==> src/rtl/round_sequencer.sv <==
// Game-round controller: shows an LFSR target pattern, opens a timed response
// window, latches the buttons and strobes the scorer once per round.
module round_sequencer #(
  parameter int         SHOW_CYCLES   = 25000000,
  parameter int         WINDOW_CYCLES = 50000000,
  parameter int         ROUNDS        = 10,
  parameter int         ROUND_W       = 4,
  parameter logic [2:0] LFSR_SEED     = 3'b001
) (
  input  logic               clk,
  input  logic               rst,
  input  logic               start,
  input  logic               submit,
  input  logic [2:0]         btn,
  output logic [2:0]         led,
  output logic [2:0]         pattern,
  output logic [2:0]         btn_latched,
  output logic               eval_go,
  output logic               timeout,
  output logic [ROUND_W-1:0] round_cnt,
  output logic               busy,
  output logic               game_over,
  output logic [2:0]         state_dbg
);

  typedef enum logic [2:0] {
    ST_IDLE  = 3'd0,
    ST_SHOW  = 3'd1,
    ST_INPUT = 3'd2,
    ST_EVAL  = 3'd3,
    ST_DONE  = 3'd4
  } state_t;

  localparam int MAXC = (SHOW_CYCLES > WINDOW_CYCLES) ? SHOW_CYCLES : WINDOW_CYCLES;
  localparam int TW   = (MAXC > 1) ? $clog2(MAXC) : 1;

  localparam logic [TW-1:0]      SHOW_LAST   = TW'(SHOW_CYCLES - 1);
  localparam logic [TW-1:0]      WINDOW_LAST = TW'(WINDOW_CYCLES - 1);
  localparam logic [ROUND_W-1:0] ROUND_LAST  = ROUND_W'(ROUNDS - 1);
  // An all-zero seed would lock the LFSR, so substitute 001.
  localparam logic [2:0]         SEED        = (LFSR_SEED == 3'b000) ? 3'b001 : LFSR_SEED;

  function automatic logic [2:0] lfsr_step(input logic [2:0] q);
    return {q[1:0], q[2] ^ q[1]};
  endfunction

  state_t             state_q, state_d;
  logic [TW-1:0]      timer_q, timer_d;
  logic [2:0]         lfsr_q, lfsr_d;
  logic [2:0]         pattern_q, pattern_d;
  logic [2:0]         btn_latched_q, btn_latched_d;
  logic [ROUND_W-1:0] round_q, round_d;
  logic               expired_d;
  logic [2:0]         led_q;
  logic               eval_go_q, timeout_q, busy_q, game_over_q;

  always_comb begin
    state_d       = state_q;
    timer_d       = timer_q;
    lfsr_d        = lfsr_q;
    pattern_d     = pattern_q;
    btn_latched_d = btn_latched_q;
    round_d       = round_q;
    expired_d     = 1'b0;
    case (state_q)
      ST_IDLE, ST_DONE: begin
        if (start) begin
          // A restart from DONE draws a fresh pattern; a cold start uses the seed.
          if (state_q == ST_DONE) lfsr_d = lfsr_step(lfsr_q);
          pattern_d = lfsr_d;
          round_d   = '0;
          timer_d   = '0;
          state_d   = ST_SHOW;
        end
      end
      ST_SHOW: begin
        if (timer_q == SHOW_LAST) begin
          timer_d = '0;
          state_d = ST_INPUT;
        end else begin
          timer_d = timer_q + TW'(1);
        end
      end
      ST_INPUT: begin
        if (submit) begin
          btn_latched_d = btn;
          state_d       = ST_EVAL;
        end else if (timer_q == WINDOW_LAST) begin
          btn_latched_d = 3'b000;
          expired_d     = 1'b1;
          state_d       = ST_EVAL;
        end else begin
          timer_d = timer_q + TW'(1);
        end
      end
      ST_EVAL: begin
        if (round_q == ROUND_LAST) begin
          state_d = ST_DONE;
        end else begin
          round_d   = round_q + ROUND_W'(1);
          lfsr_d    = lfsr_step(lfsr_q);
          pattern_d = lfsr_d;
          timer_d   = '0;
          state_d   = ST_SHOW;
        end
      end
      default: state_d = ST_IDLE;
    endcase
  end

  // Outputs are registered from the next-state values so they line up with the state.
  always_ff @(posedge clk) begin
    if (!rst) begin
      state_q       <= ST_IDLE;
      timer_q       <= '0;
      lfsr_q        <= SEED;
      pattern_q     <= 3'b000;
      btn_latched_q <= 3'b000;
      round_q       <= '0;
      led_q         <= 3'b000;
      eval_go_q     <= 1'b0;
      timeout_q     <= 1'b0;
      busy_q        <= 1'b0;
      game_over_q   <= 1'b0;
    end else begin
      state_q       <= state_d;
      timer_q       <= timer_d;
      lfsr_q        <= lfsr_d;
      pattern_q     <= pattern_d;
      btn_latched_q <= btn_latched_d;
      round_q       <= round_d;
      led_q         <= (state_d == ST_SHOW) ? pattern_d : 3'b000;
      eval_go_q     <= (state_d == ST_EVAL);
      timeout_q     <= expired_d;
      busy_q        <= (state_d == ST_SHOW) || (state_d == ST_INPUT) || (state_d == ST_EVAL);
      game_over_q   <= (state_d == ST_DONE);
    end
  end

  assign led         = led_q;
  assign pattern     = pattern_q;
  assign btn_latched = btn_latched_q;
  assign eval_go     = eval_go_q;
  assign timeout     = timeout_q;
  assign round_cnt   = round_q;
  assign busy        = busy_q;
  assign game_over   = game_over_q;
  assign state_dbg   = state_q;

endmodule
==> config.mk <==
export PLATFORM = sky130hd
export DESIGN_NAME = round_sequencer
export DESIGN_NICKNAME = d
export VERILOG_FILES = /design/src/rtl/round_sequencer.sv
export SDC_FILE = /design/constraint.sdc
export NUM_CORES = 1
export LEC_CHECK = 0
export BUFFER_PORTS_ARGS = -buffer_cell sky130_fd_sc_hd__buf_2
export CELL_PAD_IN_SITES_DETAIL_PLACEMENT = 1
export CELL_PAD_IN_SITES_GLOBAL_PLACEMENT = 1
export CORE_MARGIN = 3
export CORE_UTILIZATION = 45
export CTS_BUF_LIST = sky130_fd_sc_hd__clkbuf_4 sky130_fd_sc_hd__clkbuf_8
export CTS_CLUSTER_SIZE = 10
export DETAILED_ROUTE_END_ITERATION = 8
export PLACE_DENSITY_LB_ADDON = 0.2
export SYNTH_ARGS = -nofsm -noshare
export SYNTH_HDL_FRONTEND = slang
export SYNTH_SLANG_ARGS = --single-unit
==> constraint.sdc <==
create_clock -name clk -period 2.84 [get_ports clk]
set_input_delay 0.284 -clock clk [delete_from_list [all_inputs] [get_ports clk]]
set_output_delay 0.284 -clock clk [all_outputs]
set_load 0.005 [all_outputs]
## After elaboration in Yosys (flattened, before gate mapping)

Index checks and enable logic that the tools add are counted.

| cells by class | value |
|---|---|
| add/sub/neg operators | 2 |
| equal/unequal tests | 15 |
| multiplexer cells | 25 |
| bitwise gates (word level) | 3 |
| reductions and logical operators | 12 |

Operator list:

| operator | count |
|---|---|
| 26-bit 2-to-1 mux | 5 |
| 26-bit case mux with 4 select lines | 1 |
| 3-bit 2-to-1 mux | 12 |
| 26-bit by 1-bit adder with 26-bit output (second input constant) | 1 |
| 26-bit by 25-bit equality test with 1-bit output (second input constant) | 1 |
| 26-bit equality test (second input constant) | 1 |
| 3-bit by 2-bit equality test with 1-bit output (second input constant) | 4 |
| 3-bit case mux with 2 select lines | 2 |
| 3-bit case mux with 4 select lines | 1 |
| 4-bit 2-to-1 mux | 2 |
| 2-bit inequality test (second input constant) | 4 |
| 4-bit case mux with 2 select lines | 1 |
| 3-bit by 1-bit equality test with 1-bit output (second input constant) | 2 |
| 3-bit equality test (second input constant) | 2 |
| 5-bit AND reduction | 1 |
| 4-bit by 1-bit adder with 4-bit output (second input constant) | 1 |
| 4-bit equality test (second input constant) | 1 |
| 2-bit AND reduction | 2 |
| 2-bit nonzero test | 2 |
| 4-bit nonzero test | 1 |
| 3-bit logical NOT | 1 |
| 3-bit AND reduction | 1 |
| 3-bit OR reduction | 1 |
| 1-bit logical OR | 2 |
| 4 further kinds | 5 |

| storage, ports and cells | value |
|---|---|
| register bits | 49 |
| input port bits | 7 |
| word-level logic and storage cells | 68 |

## Logic depth before layout (Yosys ltp)

Gate-level depths: netlist (run 1).

| logic depth | value |
|---|---|
| depth in word-level cells | 7 |
| gate-level depth with buffers | 9 |
| gate-level depth less buffers | 8 |

## Least setup slack after synthesis (run 1)

No wires, ideal clock.

| path | value |
|---|---|
| path kind | flip-flop to flip-flop |
| from | register timer_q[0] |
| to | register timer_q[1] |
| arrival | 1934 ps |
| required time | 2723 ps |
| path slack | 789 ps |
| stages on the path, launching flop included | 10 |
| buffers on the path | 2 |
| period minus slack after synthesis | 2051 ps |
| path through | dfxtp_1 -> ha_1 -> nand4_1 -> nor4_1 -> nand4_2 -> a21oi_4 -> buf_6 -> buf_8 -> mux2i_1 -> nor2_1 |

| on the way | value |
|---|---|
| word-level cells in the longest chain between the ends | 4 |

RTL lines:

| item | line | RTL |
|---|---|---|
| start, declared | 48 | `logic [TW-1:0] timer_q, timer_d;` |
| start signal, assigned | 127 | `timer_q <= timer_d;` |
| 26-bit by 1-bit adder with 26-bit output | 81, 93 |  |
| 26-bit 2-to-1 mux | 88 | `end else if (timer_q == WINDOW_LAST) begin` |
| 26-bit 2-to-1 mux | 85 | `if (submit) begin` |
| 26-bit case mux with 4 select lines | 65 | `case (state_q)` |

Several ways; a longest one is shown, not always the timed one. The select of a mux whose other input is x is not followed.
A chain may end at the register's enable or synchronous reset.

## Final worst setup path (run 1)

| path | value |
|---|---|
| from | register timer_q[0] |
| to | register timer_q[11] |

Same word-level chain as after synthesis.

==> flow_summary.toml, run 1 <==
[status]
status = "completed"

[logic_synthesis]
synth.cell_area_mm2 = 0.002372
synth_top_family_by_area = "simple AND/OR/NAND/NOR gates"
ys_seq_area_share_pct = 41.35
ys_types = 46
synth_compound_area_share_pct = 14.24
synth_area_per_cell_um2 = 8.533
synthSimpleGateAreaFrac_pct = 34.07
async_flop_share_pct = 0
synth_edf_count = 0
syn_inst = 278
yosys_most_used_dff = "dfxtp_1"
ys_ff_latch = 49
synth-xor-area-share_pct = 2.954
syn-num-nets = 288
yosys.area_share.adder_pct = 1.582
synthMuxAreaShare_pct = 2.532
ys_warn_count = 0

[die]
row_count = 25
start_util_pct = 48.31
coreArea_mm2 = 0.004911
die-area_mm2 = 0.006179
die_h_um = 78.61
ios = 27
fp.dieW_um = 78.61

[routing]
antenna_left = 0
drc = 0
drtPass1Iterations = 4
drtIter0Drc = 55
routedWlPerCell_um = 15.73
vias = 2109
finalWirelength_mm = 5.868
vias_per_cell = 5.654

[layout]
nets = 315
layout_common_cells = "49 x dfxtp_1, 26 x buf_2, 24 x nand2_1, 23 x a21oi_1, 21 x nor2_1"
area_delta_synth_final_pct = 11.45
layout_commonest_cell = "dfxtp_1"
fill_cells = 599
n_antenna_cell = 0
final_cells = 373
layout-drive-gt1-share_pct = 15.03

[setup_path]
worst-r2r-setup-slack_ns = 0.42
rr_startpoint = "timer_q[0]"
critPathLaunchType = "flip-flop"
end_kind = "flip-flop"
path_class = "reg -> reg"
cp.required_ns = 2.99
setup.worst_path.start = "timer_q[0]"
arrival_ns = 2.57
crit_fanout = 26
r2r-end = "timer_q[11]"
setup.worst_path.end = "timer_q[11]"
r2r_cells = 6

[sta]
slew_headroom_pct = 39.46
rsz0062_at_grt = "false"
fin_tns_setup_ns = 0
setup_viol = 0
slew_violations = 0
fin_skew_ns = 0.008611
fmax_mhz = 413.2
fin_crit_sh_pct = 85.21
hold_viol_final = 0
fin_crit_ns = 2.420
worst_slew_pin_slew_ns = 0.9081

[power]
p_switching_w = 0.0003147
power_frac_comb_pct = 6.3
peakVddDrop_mv = 0.2890
seq_power_share_pct = 57.8
p_per_area_mw_per_mm2 = 458.7
switching_share_pct = 25.95
power.internal_w = 0.0008981
finalPower_w = 0.001213
p_clk_share_pct = 36.0
power_leakage_nw = 0.9603

[placed_design]
dp_hpwl_mm = 4.426
placed_cells = 365
gp_congestion = 0.7918
numPortBuffers = 26

[clock_tree]
cts_resized = 0
cts_root_buf = "clkbuf_8"
clk_pin_slew_ns = 0.09
clockBufferDepth = 2
htree_levels = 2
cts_tree = "done"
clk_latency_ns = 0.31
cts.sinks = 49
postCtsSetupBuffers = 0
holdBufCountCts = 0
cts_made_buffers = 5

[global_routing]
grt_pass1_wl_mm = 10.34
grtUsageTotal_pct = 20.90
grt_pass1_vias = 2170
grt_max_degree = 37
grt_antenna_before_repair = 0
gr-total-overflow = 0

[flow_run]
maxCapViolCount = 0

[hold_path]
hp-class = "in -> reg"
min_path_cells = 3
-- critical path: stages (launching register included) --
cell and delay, ns:
dfxtp_1 0.42, ha_1 0.24, and4_1 0.27, nand2_1 0.10, nor4_1 0.36, or3b_1 0.77
a21oi_1 0.10
-- kinds of logic (layout without fill, tap and decap cells) --
kind of cell,count (synthesis),after routing
muxes,6,6
DFF,49,49
AOI/OAI and AO/OA,57,57
xor gates and xnor gates,8,8
and+or+nand+nor,141,141
adders and majority gates,3,3
buffers and inverters,14,42
-- final cells by class --
type                       instances  area [µm²]  area share (%)
multi-input combinational        215        1314           49.69
inverter                           5       18.77          0.7099
timing repair buffer              29       152.6           5.774
sequential                        49       980.9           37.10
tap                               67       83.83           3.171
clock buffer                       5       68.82           2.603
clock inverter                     3       25.02          0.9465
-- power by group through the flow --
stage          Clock [W]  Combinational (W)  Sequential (W)
2_1_floorplan          0          0.0000584        0.000716
3_3_place_gp           0          0.0000741        0.000715
3_5_place_dp           0          0.0000754        0.000717
4_1_cts         0.000451          0.0000763        0.000701
5_1_grt         0.000476          0.0000844        0.000702
6_report        0.000436          0.0000759        0.000700
-- registers in the layout, summed over array words and instances (netlist names) --
signal       count
timer_q         26
led              3
pattern          3
timeout          1
btn_latched      3
lfsr_q           3
eval_go          1
game_over        1
busy             1
round_cnt        4
state_dbg        3
-- metal layers --
metal  track usage [%]  part of all wire (%)
met5                 0                     0
met4             6.818                   1.1
met3             4.587                   3.5
met2             35.31                    47
met1             26.29                    48
-- synthesized netlist by cell type, types with 5 or more instances --
cell / number / area share [%]
nor2_1: 21 / 3.3
nor4_1: 6 / 1.6
xor2_1: 6 / 2.2
dfxtp_1: 49 / 41
buf_2: 5 / 1.1
nor2b_1: 11 / 2.9
and2_1: 6 / 1.6
nand2_1: 24 / 3.8
o21ai_0: 11 / 2.3
nand4_1: 11 / 2.9
mux2i_1: 6 / 2.5
o21ai_1: 9 / 1.9
inv_1: 5 / 0.79
a21oi_1: 23 / 4.9
or3_1: 17 / 4.5
nand3_1: 16 / 3.4
-- worst min path at each step --
stage	to	startpoint
CTS	btn_latched[2]	btn[2]
detailed placement	btn_latched[2]	btn_latched[2]
floorplan	timeout	rst
global route	btn_latched[2]	btn[2]
finish	btn_latched[2]	btn[2]
global placement	btn_latched[2]	btn_latched[2]
-- per-stage QoR --
step	hold slack [ns]	area (µm²)	setup WS [ns]	util (%)
after floorplan	0.4166	2372	0.7889	-
after detailed placement	0.4764	2550	0.3911	51.92
after global routing	0.2285	2644	0.2115	53.83
after CTS	0.2198	2644	0.3739	53.83
after global placement	0.4618	2550	0.5079	51.92
final	0.2237	2644	0.4200	53.83
Power figures use the tool's default switching activity.
==> inputs of run 2 (changes only) <==
--- a/config.mk
+++ b/config.mk
@@ -5,14 +5,15 @@
 export SDC_FILE = /design/constraint.sdc
 export NUM_CORES = 1
 export LEC_CHECK = 0
-export BUFFER_PORTS_ARGS = -buffer_cell sky130_fd_sc_hd__buf_2
 export CELL_PAD_IN_SITES_DETAIL_PLACEMENT = 1
 export CELL_PAD_IN_SITES_GLOBAL_PLACEMENT = 1
 export CORE_MARGIN = 3
-export CORE_UTILIZATION = 45
+export CORE_UTILIZATION = 49
 export CTS_BUF_LIST = sky130_fd_sc_hd__clkbuf_4 sky130_fd_sc_hd__clkbuf_8
 export CTS_CLUSTER_SIZE = 10
 export DETAILED_ROUTE_END_ITERATION = 8
+export DONT_BUFFER_PORTS = 1
+export MAX_ROUTING_LAYER = met4
 export PLACE_DENSITY_LB_ADDON = 0.2
 export SYNTH_ARGS = -nofsm -noshare
 export SYNTH_HDL_FRONTEND = slang
==> flow_summary.toml, run 2 (synthesized netlist as in run 1, its figures left out) <==
[placed_design]
dp_hpwl_mm = 4.120
gp_congestion = 0.8565
numPortBuffers = 0
placed_area_mm2 = 0.002409
placed_cells = 325

[global_routing]
grt_pass1_vias = 1951
grtUsageTotal_pct = 21.59
gr-total-overflow = 0
grt_pass1_wl_mm = 9.135
grt_max_degree = 37
grt_antenna_before_repair = 0

[routing]
antenna_left = 0
drtPass1Iterations = 4
vias_per_cell = 6.282
drc = 0
wl_met2_mm = 2.708
top_layer = "met4"
wl_met3_um = 226
routedWlPerCell_um = 16.91
drtIter0Drc = 148
finalWirelength_mm = 5.632
wl_met1_mm = 2.612
vias = 2092

[setup_path]
end_kind = "flip-flop"
crit_fanout = 36
arrival_ns = 2.63
cp.required_ns = 3.00
path_class = "reg -> reg"
critPathLaunchType = "flip-flop"

[clock_tree]
clk_pin_slew_ns = 0.09
clk_latency_ns = 0.30
holdBufCountCts = 0
cts.sinks = 49
clockBufferDepth = 2
cts_tree = "done"
postCtsSetupBuffers = 0
htree_levels = 2
cts_made_buffers = 5
cts_root_buf = "clkbuf_8"
cts_resized = 0

[die]
start_util_pct = 52.67
die-area_mm2 = 0.005712
fp.dieW_um = 75.58
die_h_um = 75.58
row_count = 24
ios = 27
coreArea_mm2 = 0.004504

[sta]
setup_viol = 0
hold_viol_final = 0
rsz0062_at_grt = "false"
slew_violations = 0
fin_skew_ns = 0.01061
slew_headroom_pct = 40.22
fin_crit_ns = 2.467
fin_tns_setup_ns = 0
fmax_mhz = 405.3
worst_slew_pin_slew_ns = 0.8968
fin_crit_sh_pct = 86.87

[layout]
layout_commonest_cell = "dfxtp_1"
final_area_mm2 = 0.002521
largest_reg_flops = 26
top_register = "timer_q"
area_delta_synth_final_pct = 6.276
final_cells = 333
layout-drive-gt1-share_pct = 7.473
layout_common_cells = "49 x dfxtp_1, 24 x nand2_1, 23 x a21oi_1, 21 x nor2_1, 17 x or3_1"
n_antenna_cell = 0
utilization_pct = 55.97
nets = 290

[power]
finalPower_w = 0.001264
p_per_area_mw_per_mm2 = 501.5
peakVddDrop_mv = 0.3221
power_leakage_nw = 0.8451

[status]
status = "completed"

[flow_run]
maxCapViolCount = 0

[hold_path]
hp-class = "in -> reg"
run 2: layout make-up:
| class | count | area (µm²) |
|---|---|---|
| sequential | 49 | 980.9 |
| fill | 557 | 1983 |
| clock inverter | 3 | 43.79 |
| tap | 52 | 65.06 |
| clock buffer | 5 | 68.82 |
| inverter | 5 | 18.77 |
| multi-input combinational | 215 | 1314 |
| timing repair buffer | 4 | 30.03 |
run 2: per-stage QoR:
stage | hold WS (ns) | worst slack [ns]
after floorplan | 0.4166 | 0.7889
after global placement | 0.3489 | 0.4753
after detailed placement | 0.3645 | 0.3575
after CTS | 0.04314 | 0.3289
after global routing | 0.03998 | 0.1123
final | 0.04985 | 0.3728
run 2: worst paths after layout:
check              startpoint     endpoint  slack (ns)  depth (start not counted)
setup / recovery   timer_q[0]   timer_q[1]        0.37                          8
hold reg to reg   timer_q[10]  timer_q[10]        0.49                          2
hold / removal            rst    lfsr_q[0]        0.05                          1
setup reg to reg   timer_q[0]   timer_q[1]        0.37                          8
run 2: where the power goes:
group	switching (W)	internal, W	total (W)
combinational	0.0000451	0.0000186	0.0000637
clock	0.000235	0.000264	0.000499
sequential	0.00000817	0.000694	0.000702
run 2: critical path, stage by stage, from the launching register on:
cell and delay [ns]:
dfxtp_1 0.42, ha_1 0.24, nand4_1 0.18, nor4_1 0.44
nand4_2 0.27, a21oi_4 0.18, buf_4 0.32, mux2i_1 0.22
nor2_1 0.05
run 2: routing by layer:
metal | global-route usage (%) | up-vias
met2 | 33.84 | 44
met5 | - | -
met1 | 27.49 | 1023
li1 | - | 1014
met4 | 7.379 | 0
met3 | 4.749 | 11
==> inputs of run 3 (changes only) <==
--- a/config.mk
+++ b/config.mk
@@ -8,8 +8,7 @@
 export CELL_PAD_IN_SITES_DETAIL_PLACEMENT = 1
 export CELL_PAD_IN_SITES_GLOBAL_PLACEMENT = 1
 export CORE_MARGIN = 3
-export CORE_UTILIZATION = 49
-export CTS_BUF_LIST = sky130_fd_sc_hd__clkbuf_4 sky130_fd_sc_hd__clkbuf_8
+export CORE_UTILIZATION = 47
 export CTS_CLUSTER_SIZE = 10
 export DETAILED_ROUTE_END_ITERATION = 8
 export DONT_BUFFER_PORTS = 1
==> flow_summary.toml, run 3 (synthesized netlist as in run 1, its figures left out) <==
[sta]
fin_tns_setup_ns = 0
worst_slew_pin_slew_ns = 0.9461
whs_ns = 0.03737
hold_viol_final = 0
slew_violations = 0
fmax_mhz = 398.8
rsz0062_at_grt = "false"
fin_crit_sh_pct = 88.29
timing.final.ws_setup_ns = 0.3325
fin_crit_ns = 2.507
fin_skew_ns = 0.01165
slew_headroom_pct = 36.93
setup_viol = 0

[setup_path]
crit_chain = "ha_1 > nand4_1 > nor4_1 > nand4_2 > a21oi_4 > buf_4 > mux2i_1 > nor2_1"
end_kind = "flip-flop"
setup.worst_path.end = "timer_q[1]"
r2r_cells = 8
worst-r2r-setup-slack_ns = 0.33
cpMaxStageDelayCell = "nor4_1"
arrival_ns = 2.67
critPathLaunchType = "flip-flop"
path_class = "reg -> reg"
r2r-end = "timer_q[1]"
crit_fanout = 36
cp.required_ns = 3.00
rr_startpoint = "timer_q[0]"
max_stage_delay_ns = 0.47
setup.worst_path.start = "timer_q[0]"

[placed_design]
dp_hpwl_mm = 3.985
placed_area_mm2 = 0.002427
place_ws_ns = 0.3700
numPortBuffers = 0
placed_cells = 340
gp_congestion = 0.8880

[clock_tree]
cts_root_buf = "clkbuf_8"
clk_latency_ns = 0.31
clockBufferDepth = 2
cts_tree = "done"
cts_resized = 0
clk_pin_slew_ns = 0.09
holdBufCountCts = 0
postCtsSetupBuffers = 0
cts.sinks = 49
cts_made_buffers = 5
htree_levels = 2

[layout]
area_delta_synth_final_pct = 7.964
fill_cells = 581
nets = 290
layout-drive-gt1-share_pct = 7.473
final_area_mm2 = 0.002561
layout_commonest_cell = "dfxtp_1"
largest_reg_flops = 26
final_cells = 348
top_register = "timer_q"
layout_common_cells = "49 x dfxtp_1, 24 x nand2_1, 23 x a21oi_1, 21 x nor2_1, 17 x or3_1"
n_antenna_cell = 0

[power]
p_switching_w = 0.0002850
peakVddDrop_mv = 0.3316
power_frac_comb_pct = 4.7
p_per_area_mw_per_mm2 = 525.9
seq_power_share_pct = 52.1
power.internal_w = 0.001062
power_leakage_nw = 0.8548
switching_share_pct = 21.16
p_clk_share_pct = 43.2

[die]
coreArea_mm2 = 0.004786
die-area_mm2 = 0.005936
ios = 27
row_count = 25
die_h_um = 77.05
fp.dieW_um = 77.05
start_util_pct = 49.57

[routing]
drc = 0
vias_per_cell = 5.908
drtIter0Drc = 92
drtPass1Iterations = 4
antenna_left = 0
routedWlPerCell_um = 16.20
finalWirelength_mm = 5.636
vias = 2056

[global_routing]
grt_antenna_before_repair = 0
grt_pass1_wl_mm = 10.13
gr-total-overflow = 0
grt_max_degree = 37
grtUsageTotal_pct = 21.48
grt_pass1_vias = 2101

[status]
status = "completed"

[flow_run]
maxCapViolCount = 0

[hold_path]
hp-class = "in -> reg"
run 3: changes by cell type in the layout (fill, tap and decap cells not counted), sizes merged:
cell	before	now
inv	6	5
bufinv	1	2
run 3: worst min path at each step:
stage	start	endpoint	slack, ns	cells past startpoint
floorplan	rst	timeout	0.42	2
global placement	rst	lfsr_q[0]	0.35	1
detailed placement	rst	lfsr_q[0]	0.35	1
CTS	rst	lfsr_q[0]	0.03	1
global route	rst	lfsr_q[0]	0.03	1
finish	rst	lfsr_q[0]	0.04	1
run 3: stage by stage:
step / util [%] / power (W)
2_1_floorplan: - / 0.0007741
3_3_place_gp: 50.72 / 0.0007784
3_5_place_dp: 50.72 / 0.0007803
4_1_cts: 53.52 / 0.001361
5_1_grt: 53.52 / 0.001403
6_report: 53.52 / 0.001347
run 3: critical path, delay by kind of cell, from the launching register on:
family | cells | cell delay, ns
AOI/OAI and AO/OA | 1 | 0.17
buffers and inverters | 1 | 0.32
adders and majority gates | 1 | 0.25
and+or+nand+nor | 4 | 0.97
muxes | 1 | 0.23
DFF | 1 | 0.43
run 3: power by group through the flow:
stage / clock network, W / registers (W) / logic, W
3_5_place_dp: 0 / 0.000718 / 0.0000625
6_report: 0.000582 / 0.000702 / 0.0000629
2_1_floorplan: 0 / 0.000716 / 0.0000584
4_1_cts: 0.000596 / 0.000702 / 0.0000633
3_3_place_gp: 0 / 0.000717 / 0.0000611
5_1_grt: 0.000628 / 0.000703 / 0.0000720
run 3: final cells by class:
cell class	instances	area [µm²]	area share [%]
Inverter	5	18.77	0.7328
Tap cell	67	83.83	3.273
Clock inverter	3	65.06	2.540
Timing Repair Buffer	4	30.03	1.172
Sequential cell	49	980.9	38.30
Multi-Input combinational cell	215	1314	51.29
Clock buffer	5	68.82	2.687
run 3: layer usage:
metal  track usage (%)  routed length (µm)  vias to the layer above
li1                  -                   -                     1013
met1             27.65                2742                     1014
met2             33.28                2652                       24
met3             6.338                 189                        5
met4             5.338                  52                        0
met5                 -                   0                        -
